File: src/rtl/input_reader_if.sv
// ---------------------------------------------------------------------------
// | input_reader_if                                                         |
// | Board-pin and core read-port bundle for the input_reader block.         |
// | Rev 1.0  initial release                                                |
// ---------------------------------------------------------------------------
`default_nettype none

interface input_reader_if #(
  parameter int N_SW  = 16,
  parameter int N_BTN = 5
);
  logic [N_SW-1:0]  sw;
  logic [N_BTN-1:0] btn;
  logic             rd_en;
  logic [1:0]       rd_addr;
  logic [31:0]      rd_data;
  logic             rd_valid;

  // master: board pins plus the core's read requester
  modport master (
    output sw, btn, rd_en, rd_addr,
    input  rd_data, rd_valid
  );

  modport slave (
    input  sw, btn, rd_en, rd_addr,
    output rd_data, rd_valid
  );
endinterface

`default_nettype wire

File: src/rtl/input_reader.sv
// ---------------------------------------------------------------------------
// | input_reader                                                            |
// | Synchronises and debounces switches/buttons, keeps sticky press flags   |
// | and a press counter, and serves them over a one-cycle read port.        |
// | Optional macro RELEASE_EVT_EN adds sticky release flags at addr2[31:16].|
// | Rev 1.0  initial release                                                |
// ---------------------------------------------------------------------------
`default_nettype none

module input_reader #(
  parameter int N_SW     = 16,
  parameter int N_BTN    = 5,
  parameter int DEBOUNCE = 100000
) (
  input  logic          clk,
  input  logic          rst,
  input_reader_if.slave bus
);

  localparam int                 c_N_IN    = N_SW + N_BTN;
  localparam int                 c_CNT_W   = $clog2(DEBOUNCE);
  localparam logic [c_CNT_W-1:0] c_CNT_MAX = c_CNT_W'(DEBOUNCE - 1);

  localparam logic [1:0] c_ADDR_SW   = 2'd0;
  localparam logic [1:0] c_ADDR_BTN  = 2'd1;
  localparam logic [1:0] c_ADDR_EVT  = 2'd2;
  localparam logic [1:0] c_ADDR_PCNT = 2'd3;

  logic [c_N_IN-1:0] r_s1;
  logic [c_N_IN-1:0] r_s2;
  logic [c_N_IN-1:0] w_deb;
  logic [c_N_IN-1:0] w_accept;

  logic [N_SW-1:0]   w_deb_sw;
  logic [N_BTN-1:0]  w_deb_btn;
  logic [N_BTN-1:0]  w_s2_btn;
  logic [N_BTN-1:0]  w_accept_btn;
  logic [N_BTN-1:0]  w_rise;
  logic [31:0]       w_rise_cnt;

  logic [N_BTN-1:0]  r_evt;
  logic [31:0]       r_press_cnt;
  logic              w_rd_evt;
  logic [31:0]       w_evt_word;
  logic [31:0]       w_rd_mux;

  // Two-flop synchroniser; buttons sit above switches in the combined vector
  always_ff @(posedge clk or posedge rst) begin
    if (rst) begin
      r_s1 <= '0;
      r_s2 <= '0;
    end else begin
      r_s1 <= {bus.btn, bus.sw};
      r_s2 <= r_s1;
    end
  end

  for (genvar i = 0; i < c_N_IN; i++) begin : g_deb
    logic [c_CNT_W-1:0] r_cnt;
    logic               r_deb;

    assign w_accept[i] = (r_s2[i] != r_deb) && (r_cnt == c_CNT_MAX);
    assign w_deb[i]    = r_deb;

    always_ff @(posedge clk or posedge rst) begin
      if (rst) begin
        r_cnt <= '0;
        r_deb <= 1'b0;
      end else if (r_s2[i] == r_deb) begin
        r_cnt <= '0;
      end else if (r_cnt == c_CNT_MAX) begin
        r_deb <= r_s2[i];
        r_cnt <= '0;
      end else begin
        r_cnt <= r_cnt + 1'b1;
      end
    end
  end

  assign w_deb_sw     = w_deb[N_SW-1:0];
  assign w_deb_btn    = w_deb[c_N_IN-1:N_SW];
  assign w_s2_btn     = r_s2[c_N_IN-1:N_SW];
  assign w_accept_btn = w_accept[c_N_IN-1:N_SW];

  // Edges are taken from the accept strobe so a flag lands on the same edge as deb
  assign w_rise = w_accept_btn & w_s2_btn;

  always_comb begin
    w_rise_cnt = '0;
    for (int i = 0; i < N_BTN; i++) begin
      w_rise_cnt = w_rise_cnt + 32'(w_rise[i]);
    end
  end

  assign w_rd_evt = bus.rd_en && (bus.rd_addr == c_ADDR_EVT);

  // Clearing the whole register is safe: only bits returned by this read are set now
  always_ff @(posedge clk or posedge rst) begin
    if (rst) begin
      r_evt <= '0;
    end else begin
      r_evt <= (w_rd_evt ? '0 : r_evt) | w_rise;
    end
  end

  always_ff @(posedge clk or posedge rst) begin
    if (rst) begin
      r_press_cnt <= '0;
    end else begin
      r_press_cnt <= r_press_cnt + w_rise_cnt;
    end
  end

`ifdef RELEASE_EVT_EN
  logic [N_BTN-1:0] w_fall;
  logic [N_BTN-1:0] r_rel;

  assign w_fall = w_accept_btn & ~w_s2_btn;

  always_ff @(posedge clk or posedge rst) begin
    if (rst) begin
      r_rel <= '0;
    end else begin
      r_rel <= (w_rd_evt ? '0 : r_rel) | w_fall;
    end
  end

  assign w_evt_word = {16'(r_rel), 16'(r_evt)};
`else
  assign w_evt_word = {16'h0000, 16'(r_evt)};
`endif

  always_comb begin
    w_rd_mux = '0;
    case (bus.rd_addr)
      c_ADDR_SW:   w_rd_mux = 32'(w_deb_sw);
      c_ADDR_BTN:  w_rd_mux = 32'(w_deb_btn);
      c_ADDR_EVT:  w_rd_mux = w_evt_word;
      c_ADDR_PCNT: w_rd_mux = r_press_cnt;
      default:     w_rd_mux = '0;
    endcase
  end

  always_ff @(posedge clk or posedge rst) begin
    if (rst) begin
      bus.rd_valid <= 1'b0;
      bus.rd_data  <= '0;
    end else begin
      bus.rd_valid <= bus.rd_en;
      bus.rd_data  <= bus.rd_en ? w_rd_mux : 32'h0;
    end
  end

endmodule

`default_nettype wire
File: src/flat_wrapper.sv
// flat-port wrapper written by rule: the top's interface ports become plain ports
module input_reader_flat 
#(
  parameter int N_SW     = 16,
  parameter int N_BTN    = 5,
  parameter int DEBOUNCE = 100000
)
  (clk, rst, bus_sw, bus_btn, bus_rd_en, bus_rd_addr, bus_rd_data, bus_rd_valid);
  input_reader_if #(.N_SW(N_SW), .N_BTN(N_BTN)) bus_i ();
  input  logic clk;
  input  logic rst;
  input wire logic [$bits(bus_i.sw)-1:0] bus_sw;
  input wire logic [$bits(bus_i.btn)-1:0] bus_btn;
  input wire logic [$bits(bus_i.rd_en)-1:0] bus_rd_en;
  input wire logic [$bits(bus_i.rd_addr)-1:0] bus_rd_addr;
  output wire logic [$bits(bus_i.rd_data)-1:0] bus_rd_data;
  output wire logic [$bits(bus_i.rd_valid)-1:0] bus_rd_valid;
  assign bus_i.sw = bus_sw;
  assign bus_i.btn = bus_btn;
  assign bus_i.rd_en = bus_rd_en;
  assign bus_i.rd_addr = bus_rd_addr;
  assign bus_rd_data = bus_i.rd_data;
  assign bus_rd_valid = bus_i.rd_valid;
  input_reader #(.N_SW(N_SW), .N_BTN(N_BTN), .DEBOUNCE(DEBOUNCE)) u_core (.clk(clk), .rst(rst), .bus(bus_i));
endmodule
File: config.mk
export PLATFORM = sky130hd
export DESIGN_NAME = input_reader_flat
export DESIGN_NICKNAME = d
export VERILOG_FILES = /design/src/rtl/input_reader_if.sv /design/src/rtl/input_reader.sv /design/src/flat_wrapper.sv
export SDC_FILE = /design/constraint.sdc
export NUM_CORES = 1
export LEC_CHECK = 0
export CORE_AREA = 2 2 228 174
export CTS_CLUSTER_DIAMETER = 200
export DETAILED_ROUTE_END_ITERATION = 10
export DIE_AREA = 0 0 230 176
export PLACE_DENSITY = 0.85
export SLEW_MARGIN = 5
export SYNTH_ARGS = -nofsm -noshare
export SYNTH_HDL_FRONTEND = slang
export SYNTH_SLANG_ARGS = --single-unit
File: constraint.sdc
create_clock -name clk -period 27.9 [get_ports clk]
set_input_delay 5.58 -clock clk [delete_from_list [all_inputs] [get_ports clk]]
set_output_delay 5.58 -clock clk [all_outputs]
set_load 0.05 [all_outputs]
=== After elaboration in Yosys (flattened, before gate mapping) ===
Index checks and enable logic that the tools add are counted.
W data, S select, Z words.

* $add $sub $neg: 26
* Equality and inequality tests: 50
* Mux-type cells: 45
* Bitwise operators: 23
* Reductions and logical operators: 28

{| class="wikitable"
|+ Operator list
! cell !! count
|-
| $mux W17 || 42
|-
| $add A17 B1 Y17 const B || 21
|-
| $eq A17 B17 Y1 const B || 21
|-
| $pmux W32 S4 || 1
|-
| $add A32 B1 Y32 || 3
|-
| $reduce_and A2 Y1 || 21
|-
| $add A32 B32 Y32 || 1
|-
| $mux W32 || 1
|-
| $eq A1 B1 Y1 || 21
|-
| $not A1 Y1 || 21
|-
| $logic_and A1 B1 Y1 || 6
|-
| $and A5 B5 Y5 || 1
|-
| $mux W5 || 1
|-
| $ne A1 B1 Y1 || 5
|-
| $or A5 B5 Y5 || 1
|-
| $eq A2 B2 Y1 const B || 2
|-
| $add A1 B1 Y2 || 1
|-
| $eq A2 B1 Y1 const B || 1
|-
| $logic_not A2 Y1 || 1
|}

* Register bits after elaboration: 490
* Bits of input ports: 26
* Output and inout bits: 33
* Word-level logic and storage cells: 220

=== Depth between registers and ports, before layout ===
* Depth in word-level cells: 8
* Depth in mapped cells: 17

=== Worst setup path before layout ===
Ideal clock, no wire load.

* Path kind: input-to-reg
* From: input bus_rd_addr[1]
* To: register u_core.bus.rd_data[0]
* Setup time: 0.119 ns
* Arrival time: 6.613 ns
* Required time: 27.781 ns
* Slack: 21.168 ns
* Cell stages on the path: 3
* Path through: clkbuf_1 mux4_2 and2_1

* Longest elaborated chain between the ends: 3
* Elaborated cells between the ends (all ways): 6

{| class="wikitable"
|+ Ends and longest elaborated chain
! what !! RTL line !! text
|-
| start, declared || flat_wrapper.sv:15 || <nowiki>input wire logic [$bits(bus_i.rd_addr)-1:0] bus_rd_addr;</nowiki>
|-
| $eq A2 B2 Y1, or another cell as far along || input_reader.sv:135 || <nowiki>case (bus.rd_addr)</nowiki>
|-
| $pmux W32 S4 * || input_reader.sv:135 ||
|-
| $mux W32 * || input_reader.sv:150 || <nowiki>bus.rd_data <= bus.rd_en ? w_rd_mux : 32'h0;</nowiki>
|-
| end signal, assigned || input_reader.sv:150 ||
|-
| end, declared || input_reader_if.sv:27 || <nowiki>output rd_data, rd_valid</nowiki>
|}

Every way passes the cells marked *; elsewhere a longest branch is shown, timed or not.
A chain may end at the register's enable or synchronous reset.

==> impl_metrics.toml <==
[setup_path]
start_kind = "input pin"
crit_required_ns = 28.45
end_kind = "asynchronous set/reset pin"
cp_max_fo = 132
worst_path_largest_cell_delay_ns = 0.92
cpMostUsedCell = "buf_4"
cp_slowest_cell = "buf_4"
crit_chain = "clkdlybuf4s50_1, inv_8, buf_4, buf_4"
path_class = "in2async"
worstPathArrival_ns = 8.53

[sta]
period_minus_slack_ns = 7.97
hold_viol_final = 0
finalCritPeriodShare_pct = 28.6
worstMarginPinSlew_ns = 1.20
grt_setup_unrepaired = "no"
worst_clock_skew_ns = 0.0213
tns_ns = 0
maxSlewHeadroom_pct = 19.5
setup_viol = 0
report.final.slew_viol_count = 0
clock.fmax_ghz = 0.125

[yosys]
synth_cells = 2169
synth-simple-area-share_pct = 25.0
seq_area_frac_synth_pct = 54.3
synth_fp_nets = 2223
yosysUniqueCellTypes = 50
synthArstFlopShare_pct = 100
synth-compound-area-share_pct = 3.28
synth_adder_area_share_pct = 1.65
synth_top_family_by_area = "simple AND/OR/NAND/NOR gates"
ys_warn_count = 0
syn-cell-area_mm2 = 0.0226
ys_ff_latch = 490
syn_avg_cell_area_um2 = 10.4
synthFlopType = "dfrtp_1"
synth-xor-area-share_pct = 12.6
muxShareOfSynthArea_pct = 1.55
synth_edf_count = 0

[clock_network]
cts_sinks = 490
h-tree-depth = 2
postCtsHoldBufs = 0
cts_tree = "built"
cts_resized = 0
insertion_delay_ns = 0.57
clk_pin_slew_worst_paths_ns = 0.06
root_buffer = "clkbuf_16"
post_cts.repair.setup_buffers = 0
clk_path_buf_depth = 3
numCtsBuffers = 47

[die]
die_y_um = 176
ios = 59
row_count = 62
die_w_um = 230
core_mm2 = 0.0380
initial_core_util_pct = 59.4
dieArea_mm2 = 0.0405

[pwr]
p_leak_nw = 10.4
irDropWorstVdd_mv = 0.0443
power_density_mw_per_mm2 = 58.0
p_total_mw = 1.48

[grt]
antenna_found_initial = 0
grt.total_usage_pct = 23.7
overflow = 0
grt_max_degree = 133
grt_first_pass_wirelength_um = 80100
grt_pass1_vias = 16200

[final_layout]
diodes = 0
final_util_pct = 66.9
drive_above_1_share_pct = 6.15
final_cell_mix = "dfrtp_1, nor2_1, xnor2_1, nand3_1, nand2_1"
syn_to_final_growth_pct = 12.5
fillerInstances = 2734
layout.nets = 2291
fin_area_mm2 = 0.0254
final_common_cell = "dfrtp_1"

[placed_design]
hpwl_um = 31000
gp_congestion = 0.890
placed_cell_area_mm2 = 0.0237
portBuffers = 58

[route]
drc_errors = 0
wl_per_cell_um = 16.9
vias_per_cell = 5.93
drt_first_pass_iters = 5
antenna_left = 0
via_count = 16500
drt_iter0_drc = 1509
wl_um = 47100

[run_status]
outcome = "complete, no violations"

[flow_run]
cap_violations = 0

[min_path]
hp-class = "reg2reg"
==> metrics by stage <==
| stage | setup slack (ns) | cells | hold WS, ns |
|---|---|---|---|
| floorplan | 8.64 | 2169 | 0.331 |
| global placement | 19.22 | 2700 | 0.335 |
| detailed placement | 19.14 | 2700 | 0.336 |
| CTS | 19.76 | 2787 | 0.349 |
| global route | 19.38 | 2787 | 0.354 |
| finish | 19.93 | 2787 | 0.347 |
==> report_power, final <==
part | switching (mW) | internal [mW] | total (mW)
logic | 0.0326 | 0.0134 | 0.0460
registers | 0.0111 | 0.721 | 0.732
clock network | 0.275 | 0.422 | 0.697
total | 0.319 | 1.16 | 1.48
==> cell type report <==
class                           instances  area [um^2]  area share (%)
Timing Repair Buffer                   68          656            2.58
Sequential cell                       490        12300            48.2
Multi-Input combinational cell       1580         9960            39.2
Clock buffer                           62         1340            5.25
Inverter                               50          195           0.768
Tap cell                              512          641            2.52
Clock inverter                         25          377            1.48
==> worst paths after layout <==
kind,cells past startpoint,to,from,slack (ns)
setup / recovery,4,u_core.g_deb[7].r_cnt[1],rst,19.93
hold / removal,0,u_core.r_s2[7],u_core.r_s1[7],0.35
setup reg to reg,14,u_core.r_press_cnt[26],u_core.g_deb[17].r_cnt[14],23.37
hold reg to reg,0,u_core.r_s2[7],u_core.r_s1[7],0.35
max in group clk,1,bus_rd_data[19],u_core.bus.rd_data[19],20.58
min in group asynchronous,2,u_core.g_deb[6].r_cnt[12],rst,5.61
==> registers in the layout, indices dropped and copies added (netlist names) <==
signal               cells
u_core.r_s2             21
u_core.g_deb.r_cnt     357
u_core.r_evt             5
u_core.g_deb.r_deb      21
u_core.bus.rd_valid      1
u_core.r_s1             21
u_core.r_press_cnt      32
u_core.bus.rd_data      32
==> metal layers <==
layer / vias up / track usage (%) / part of all wire, %
met2: 480 / 38.6 / 48
met4: 0 / 8.15 / 2.9
met3: 90 / 3.31 / 4.7
li1: 7742 / - / -
met1: 8213 / 33.1 / 44
met5: - / 0 / 0
==> worst max-delay path: cells and delay by family <==
family	cells	cell delay [ns]
buffers and inverters	4	2.86
==> cells in the mapped netlist, types with 3 or more instances <==
library cell,n,area (um^2)
nor2b_1,14,87.6
xnor2_1,203,1780
fa_1,3,60.1
dfrtp_1,490,12300
or2_2,4,25.0
inv_1,50,188
or4_1,13,97.6
clkbuf_1,47,176
o41ai_1,4,35.0
nand4_1,123,769
nand3_1,142,711
nor3_1,62,310
and3_1,21,131
nor4b_1,13,114
a21oi_1,42,210
xor2_1,121,1060
nor4_1,64,400
o21ai_1,8,40.0
or3b_2,4,35.0
nand2b_1,5,31.3
o21ai_0,23,115
nor4bb_1,23,230
nand2_1,127,477
a22oi_1,11,82.6
and4_1,45,394
ha_1,25,313
a31o_2,5,43.8
mux4_2,5,113
mux2_2,21,236
nor2_1,348,1310
or3_1,30,188
and2_1,40,250
o31ai_1,12,90.1
==> cells by family after synthesis <==
kind of cell,after synthesis
AND/OR/NAND/NOR,1087
flip-flops,490
XOR/XNOR,324
AO/OA/AOI/OAI,115
buffers and inverters,99
adder cells (fa/ha/maj),28
multiplexers,26
No activity file was read; power rests on OpenSTA's default activity.
